--- config.mk ---
export PLATFORM = sky130hd
export DESIGN_NAME = bcd_seven_segment_scan
export DESIGN_NICKNAME = d
export VERILOG_FILES = /design/src/rtl/bcd_seven_segment_scan.sv
export SDC_FILE = /design/constraint.sdc
export NUM_CORES = 1
export LEC_CHECK = 0
export ABC_AREA = 1
export BUFFER_PORTS_ARGS = -buffer_cell sky130_fd_sc_hd__buf_2
export CORE_MARGIN = 2
export CORE_UTILIZATION = 44
export CTS_CLUSTER_DIAMETER = 40
export CTS_CLUSTER_SIZE = 28
export DETAILED_ROUTE_END_ITERATION = 8
export SYNTH_ARGS = -nofsm -noshare
export SYNTH_HDL_FRONTEND = slang
export SYNTH_SLANG_ARGS = --single-unit
--- constraint.sdc ---
create_clock -name clk -period 2.89 [get_ports clk]
set_input_delay 0.4335 -clock clk [delete_from_list [all_inputs] [get_ports clk]]
set_output_delay 0.4335 -clock clk [all_outputs]
set_load 0.01 [all_outputs]
--- src/rtl/bcd_seven_segment_scan.sv ---
`default_nettype none
// ============================================================================
// Module   : bcd_seven_segment_scan
// Purpose  : Time-multiplexed driver for a 4-digit common-anode seven-segment
//            display fed by four BCD digits. Provides a refresh prescaler,
//            digit scan, per-frame (tear-free) input snapshot, leading-zero
//            blanking, an anti-ghosting blank interval at the start of each
//            digit slot, and a dash for invalid (>9) digits.
// Ports    : clk          - system clock, rising edge
//            reset_n      - asynchronous active-low reset
//            ones/tens/hundreds/thousands - BCD digits (4 bits each)
//            dp_in[3:0]   - decimal point per digit, active-high, bit0=ones
//            lzb_en       - 1 = blank leading zeros
//            an[3:0]      - anode enables, active-low, an[0]=ones
//            seg[6:0]     - cathodes, active-low, seg[0]=a .. seg[6]=g
//            dp           - decimal point cathode, active-low
//            frame_tick   - one-cycle pulse after a new snapshot is taken
// Revision : 1.0 - initial release
// ============================================================================
module bcd_seven_segment_scan #(
  parameter int REFRESH_DIV  = 50000,
  parameter int BLANK_CYCLES = 500
) (
  input  logic       clk,
  input  logic       reset_n,
  input  logic [3:0] ones,
  input  logic [3:0] tens,
  input  logic [3:0] hundreds,
  input  logic [3:0] thousands,
  input  logic [3:0] dp_in,
  input  logic       lzb_en,
  output logic [3:0] an,
  output logic [6:0] seg,
  output logic       dp,
  output logic       frame_tick
);

  localparam int                  c_cnt_w    = (REFRESH_DIV > 1) ? $clog2(REFRESH_DIV) : 1;
  localparam logic [c_cnt_w-1:0]  c_cnt_last = c_cnt_w'(REFRESH_DIV - 1);
  localparam logic [c_cnt_w-1:0]  c_blank    = c_cnt_w'(BLANK_CYCLES);
  localparam logic [3:0]          c_an_off   = 4'b1111;
  localparam logic [6:0]          c_seg_off  = 7'b1111111;
  localparam logic [6:0]          c_seg_dash = 7'b0111111;

  // Active-low segment pattern, bits g..a. Anything above 9 shows a dash.
  function automatic logic [6:0] seg_decode(input logic [3:0] digit);
    logic [6:0] pattern;
    case (digit)
      4'd0:    pattern = 7'b1000000;
      4'd1:    pattern = 7'b1111001;
      4'd2:    pattern = 7'b0100100;
      4'd3:    pattern = 7'b0110000;
      4'd4:    pattern = 7'b0011001;
      4'd5:    pattern = 7'b0010010;
      4'd6:    pattern = 7'b0000010;
      4'd7:    pattern = 7'b1111000;
      4'd8:    pattern = 7'b0000000;
      4'd9:    pattern = 7'b0010000;
      default: pattern = c_seg_dash;
    endcase
    return pattern;
  endfunction

  // Scan state
  logic [c_cnt_w-1:0] r_cnt;
  logic [1:0]         r_idx;

  // Frame snapshot: only these values ever reach the display
  logic [3:0] r_snap_ones;
  logic [3:0] r_snap_tens;
  logic [3:0] r_snap_hund;
  logic [3:0] r_snap_thou;
  logic [3:0] r_snap_dp;
  logic       r_snap_lzb;

  // Next-output values computed from the current scan state
  logic       w_wrap;
  logic       w_frame_end;
  logic       w_in_blank;
  logic       w_lz_blank;
  logic [3:0] w_digit;
  logic [3:0] w_an_next;
  logic [6:0] w_seg_next;
  logic       w_dp_next;

  assign w_wrap      = (r_cnt == c_cnt_last);
  assign w_frame_end = w_wrap && (r_idx == 2'd3);
  assign w_in_blank  = (r_cnt < c_blank);

  always_comb begin
    w_digit    = r_snap_ones;
    w_lz_blank = 1'b0;
    w_an_next  = c_an_off;
    w_seg_next = c_seg_off;
    w_dp_next  = 1'b1;

    // Invalid digits are non-zero, so they stop the blanking chain too.
    case (r_idx)
      2'd0: begin
        w_digit    = r_snap_ones;
        w_lz_blank = 1'b0;
      end
      2'd1: begin
        w_digit    = r_snap_tens;
        w_lz_blank = r_snap_lzb && (r_snap_thou == 4'd0) &&
                     (r_snap_hund == 4'd0) && (r_snap_tens == 4'd0);
      end
      2'd2: begin
        w_digit    = r_snap_hund;
        w_lz_blank = r_snap_lzb && (r_snap_thou == 4'd0) &&
                     (r_snap_hund == 4'd0);
      end
      default: begin
        w_digit    = r_snap_thou;
        w_lz_blank = r_snap_lzb && (r_snap_thou == 4'd0);
      end
    endcase

    if (!w_in_blank && !w_lz_blank) begin
      w_an_next  = ~(4'b0001 << r_idx);
      w_seg_next = seg_decode(w_digit);
      w_dp_next  = ~r_snap_dp[r_idx];
    end
  end

  always_ff @(posedge clk or negedge reset_n) begin
    if (!reset_n) begin
      r_cnt       <= '0;
      r_idx       <= 2'd0;
      r_snap_ones <= 4'd0;
      r_snap_tens <= 4'd0;
      r_snap_hund <= 4'd0;
      r_snap_thou <= 4'd0;
      r_snap_dp   <= 4'd0;
      r_snap_lzb  <= 1'b0;
      an          <= c_an_off;
      seg         <= c_seg_off;
      dp          <= 1'b1;
      frame_tick  <= 1'b0;
    end else begin
      r_cnt <= w_wrap ? '0 : r_cnt + 1'b1;
      if (w_wrap) begin
        r_idx <= r_idx + 2'd1;
      end

      // Capture a whole frame's worth of inputs at once so a digit change
      // mid-frame can never produce a mixed (torn) display.
      if (w_frame_end) begin
        r_snap_ones <= ones;
        r_snap_tens <= tens;
        r_snap_hund <= hundreds;
        r_snap_thou <= thousands;
        r_snap_dp   <= dp_in;
        r_snap_lzb  <= lzb_en;
      end
      frame_tick <= w_frame_end;

      an  <= w_an_next;
      seg <= w_seg_next;
      dp  <= w_dp_next;
    end
  end

endmodule
`default_nettype wire

==> metrics.md <==
| Metric | Value |
|---|---|
| Worst r2r src | `r_idx[0]` |
| VDD IR-drop max | `roughly 270 uV` |
| Die Y | `approximately 81 um` |
| Synth Area in Simple Gates | `around 33%` |
| Worst setup slack after layout | `approximately 0.9 ns` |
| Synth Area in Adders | `under 10%` |
| Vias in the first global route | `1802` |
| Largest net degree at the start of global routing | `48` |
| Fin Clk Skew | `about 0.014 ns` |
| Sw Ratio | `23.1%` |
| Worst-Margin Slew | `1.05 ns` |
| Run status | `completed` |
| Combinational power share | `2.4%` |
| Top Ports | `36` |
| CTS Buf Count | `5` |
| Max-Cap Viols | `0` |
| CTS tree | `built` |
| Compound-Gate Fraction of Synth Area | `between 4 and 5%` |
| DR vias | `1990` |
| Critical path's top delay family | `adder cells` |
| Slowest-stage cell, CP | `dfrtp_1` |
| Hold Vio Cnt, Final | `0` |
| Required time of the worst setup path | `about 3.1 ns` |
| Drt pass-1 iters | `4` |
| Setup violations, final | `0` |
| Setup TNS | `0 ns` |
| GPL Wtd Cong | `between 0.8 and 0.9` |
| Xor/xnor share of the synthesized area | `around 2.7%` |
| Top cell type's share of synthesized area | `a little under two fifths` |
| Seq/Total Area, Yosys | `around half` |
| Pwr dens | `~400 nW/um^2` |
| Die width | `around 80 um` |
| Worst stage delay on the critical path | `between 0.4 and 0.5 ns` |
| Share of layout cells above drive strength 1 | `20.5%` |
| Min cycle time layout | `2.01 ns` |
| Clk root buf | `clkbuf_8` |
| Yosys top cell by area | `dfrtp_1` |
| Worst-path maximum fanout | `6` |
| Period utilization | `between 60 and 70%` |
| Post-route cell area | `2960 um^2` |
| Synth warn | `0` |
| First-pass GRT wire length | `about 8800 um` |
| R2R setup slack | `0.88 ns` |
| Critical Path Start Type | `register` |
| Synth cell types | `36` |
| Fin cells | `436` |
| I/O Buffers | `35` |
| Syn Area/Cell | `slightly above 8 um^2` |
| Clk buf depth | `2` |
| Mux contribution to synthesized area | `0%` |
| Slew margin rel. | `between 20% and 30%` |
| # DRC | `0` |
| Placed insts | `~430` |
| Vias per Instance | `roughly 4.6` |
| Static Leak | `around 0.0014 uW` |
| Clock Power Share | `36.1%` |
| Drt initial violations | `100` |
| R2R cell count | `10` |
| Post-Syn Area | `2610 um^2` |
| Critical path arrival | `roughly 2.3 ns` |
| Worst hold path type | `in -> async` |
| Syn Nets | `352` |
| Nets@finish | `between 300 and 400` |
| WHS | `0.279 ns` |
| Post-Route WL | `5110 um` |
| Worst path depth | `10` |
| Critical path, cell by cell | `inv_1 > ha_1 > nand2_1 > nand2_1 > o21ai_2 > inv_1 > ha_1 > o211ai_1 > nand2_1 > nand2_1` |
| Most used cell, CP | `nand2_1` |
| Antenna violations before repair | `0` |
| Synth area leaders | `dfrtp_1 (38%), nand2_1 (18%), dfstp_2 (12%), nor2_1 (4.6%), ha_1 (4.3%)` |
| Pint | `just over 900 uW` |
| Fmax | `497 MHz` |
| Core Footprint | `slightly below 6000 um^2` |
| Gr usage total | `17.7%` |
| Placed cell area | `between 2000 and 3000 um^2` |
| Worst setup EP type | `register` |
| Post CTS Setup Buffer Count | `0` |
| Fin. max-slew vios | `0` |
| Crit path capture | `seg[4]` |
| RSZ-0062 raised after global routing | `false` |
| Most common cell after layout, fill and taps aside | `nand2_1` |
| Drt wl/cell | `11.7 um` |
| Pre-CTS setup slack | `between 0.9 and 1 ns` |
| H-tree depth | `2` |
| Part of the power in registers | `about three fifths` |
| Clock Latency Late Sink | `~0.31 ns` |
| Clk slew on worst S/H paths | `roughly 0.1 ns` |
| WP buf/inv | `2` |
| Area grow syn2layout | `13.2%` |
| Site row count | `28` |
| Initial Utilization | `~45%` |
| GRT overflow | `0` |
| Critical Setup Path Class | `reg -> reg` |
| Commonest non-fill, non-tap cells in the layout | `nand2_1 (126), dfrtp_1 (40), buf_2 (35)` |
| Total die area | `6570 um^2` |
| P_sw | `about 270 uW` |
| RR Endpoint | `seg[4]` |
| Clock sinks | `between 50 and 60` |
| Antenna Nets Post-Route | `0` |
| Post-CTS resize count | `0` |
| Largest family of logic cells by synthesized area | `simple AND/OR/NAND/NOR gates` |
| N_diodes | `0` |
| DP Wirelength | `between 3000 and 4000 um` |
| CTS hold repair buffers | `0` |
| Syn Inst Count | `between 300 and 400` |
| Critical Path Source | `r_idx[0]` |
| Synthesized flop and latch total | `52` |
==> synth_stat cells, drive strengths merged <==
| cell | instances |
|---|---|
| o21bai | 2 |
| o21ai | 10 |
| o211ai | 1 |
| a31oi | 1 |
| nor3 | 8 |
| or2 | 3 |
| o22ai | 1 |
| a21oi | 1 |
| dfrtp | 40 |
| ha | 9 |
| nand4 | 2 |
| dfstp | 12 |
| inv | 32 |
| and2 | 1 |
| o21a | 1 |
| nor2 | 35 |
| and3 | 1 |
| xor2 | 8 |
| nand3 | 19 |
| nand2 | 129 |
| buf | 4 |
==> cell type report <==
class	count	area [um^2]
well taps	75	93.8
inverters	32	120
multi-input cells	232	1140
repair buffers	37	190
clock inverters	3	23.8
clock buffers	5	68.8
fillers	607	2860
flip-flops and latches	52	1320
==> power groups by stage <==
stage	Combinational, uW	Clock [uW]	Sequential [uW]
CTS	29.8	446	728
global placement	29.5	0	742
floorplan	0.000494	0	742
detailed placement	29.8	0	742
global route	33.4	465	728
finish	28.2	428	728
==> registers in the layout, summed over array words and instances (netlist names), 2 cells and up <==
| name | flops |
|---|---|
| r_snap_ones | 4 |
| r_snap_thou | 4 |
| seg | 7 |
| an | 4 |
| r_idx | 2 |
| r_cnt | 16 |
| r_snap_hund | 4 |
| r_snap_tens | 4 |
| r_snap_dp | 4 |
==> logic make-up after synthesis <==
family          after synthesis
buf+inv                      36
simple gates                198
xor+xnor                      8
flops                        52
compound gates               17
fa+ha+maj                     9
==> layer usage <==
| metal | vias to the layer above | track usage [%] | part of all wire [%] |
|---|---|---|---|
| met5 | - | 0 | 0 |
| met4 | 0 | 6.10 | 1.4 |
| met3 | 6 | 3.78 | 3.4 |
| met2 | 32 | 25.5 | 43 |
| met1 | 880 | 26.2 | 52 |
| li1 | 1072 | - | - |
==> how the worst min path moves through the flow <==
stage	from	endpoint	slack [ns]
after CTS	hundreds[0]	r_snap_hund[0]	0.30
after detailed placement	r_cnt[0]	r_cnt[0]	0.46
after floorplan	reset_n	frame_tick	0.14
after global routing	tens[0]	r_snap_tens[0]	0.31
final	reset_n	r_cnt[12]	0.28
after global placement	r_cnt[0]	r_cnt[0]	0.46
==> through the flow <==
| step | util (%) | power (uW) |
|---|---|---|
| 2_1_floorplan | - | 742 |
| 3_3_place_gp | 49.2 | 771 |
| 3_5_place_dp | 49.2 | 771 |
| 4_1_cts | 50.8 | 1200 |
| 5_1_grt | 50.8 | 1230 |
| 6_report | 50.8 | 1180 |
Power figures use the tool's default switching activity.
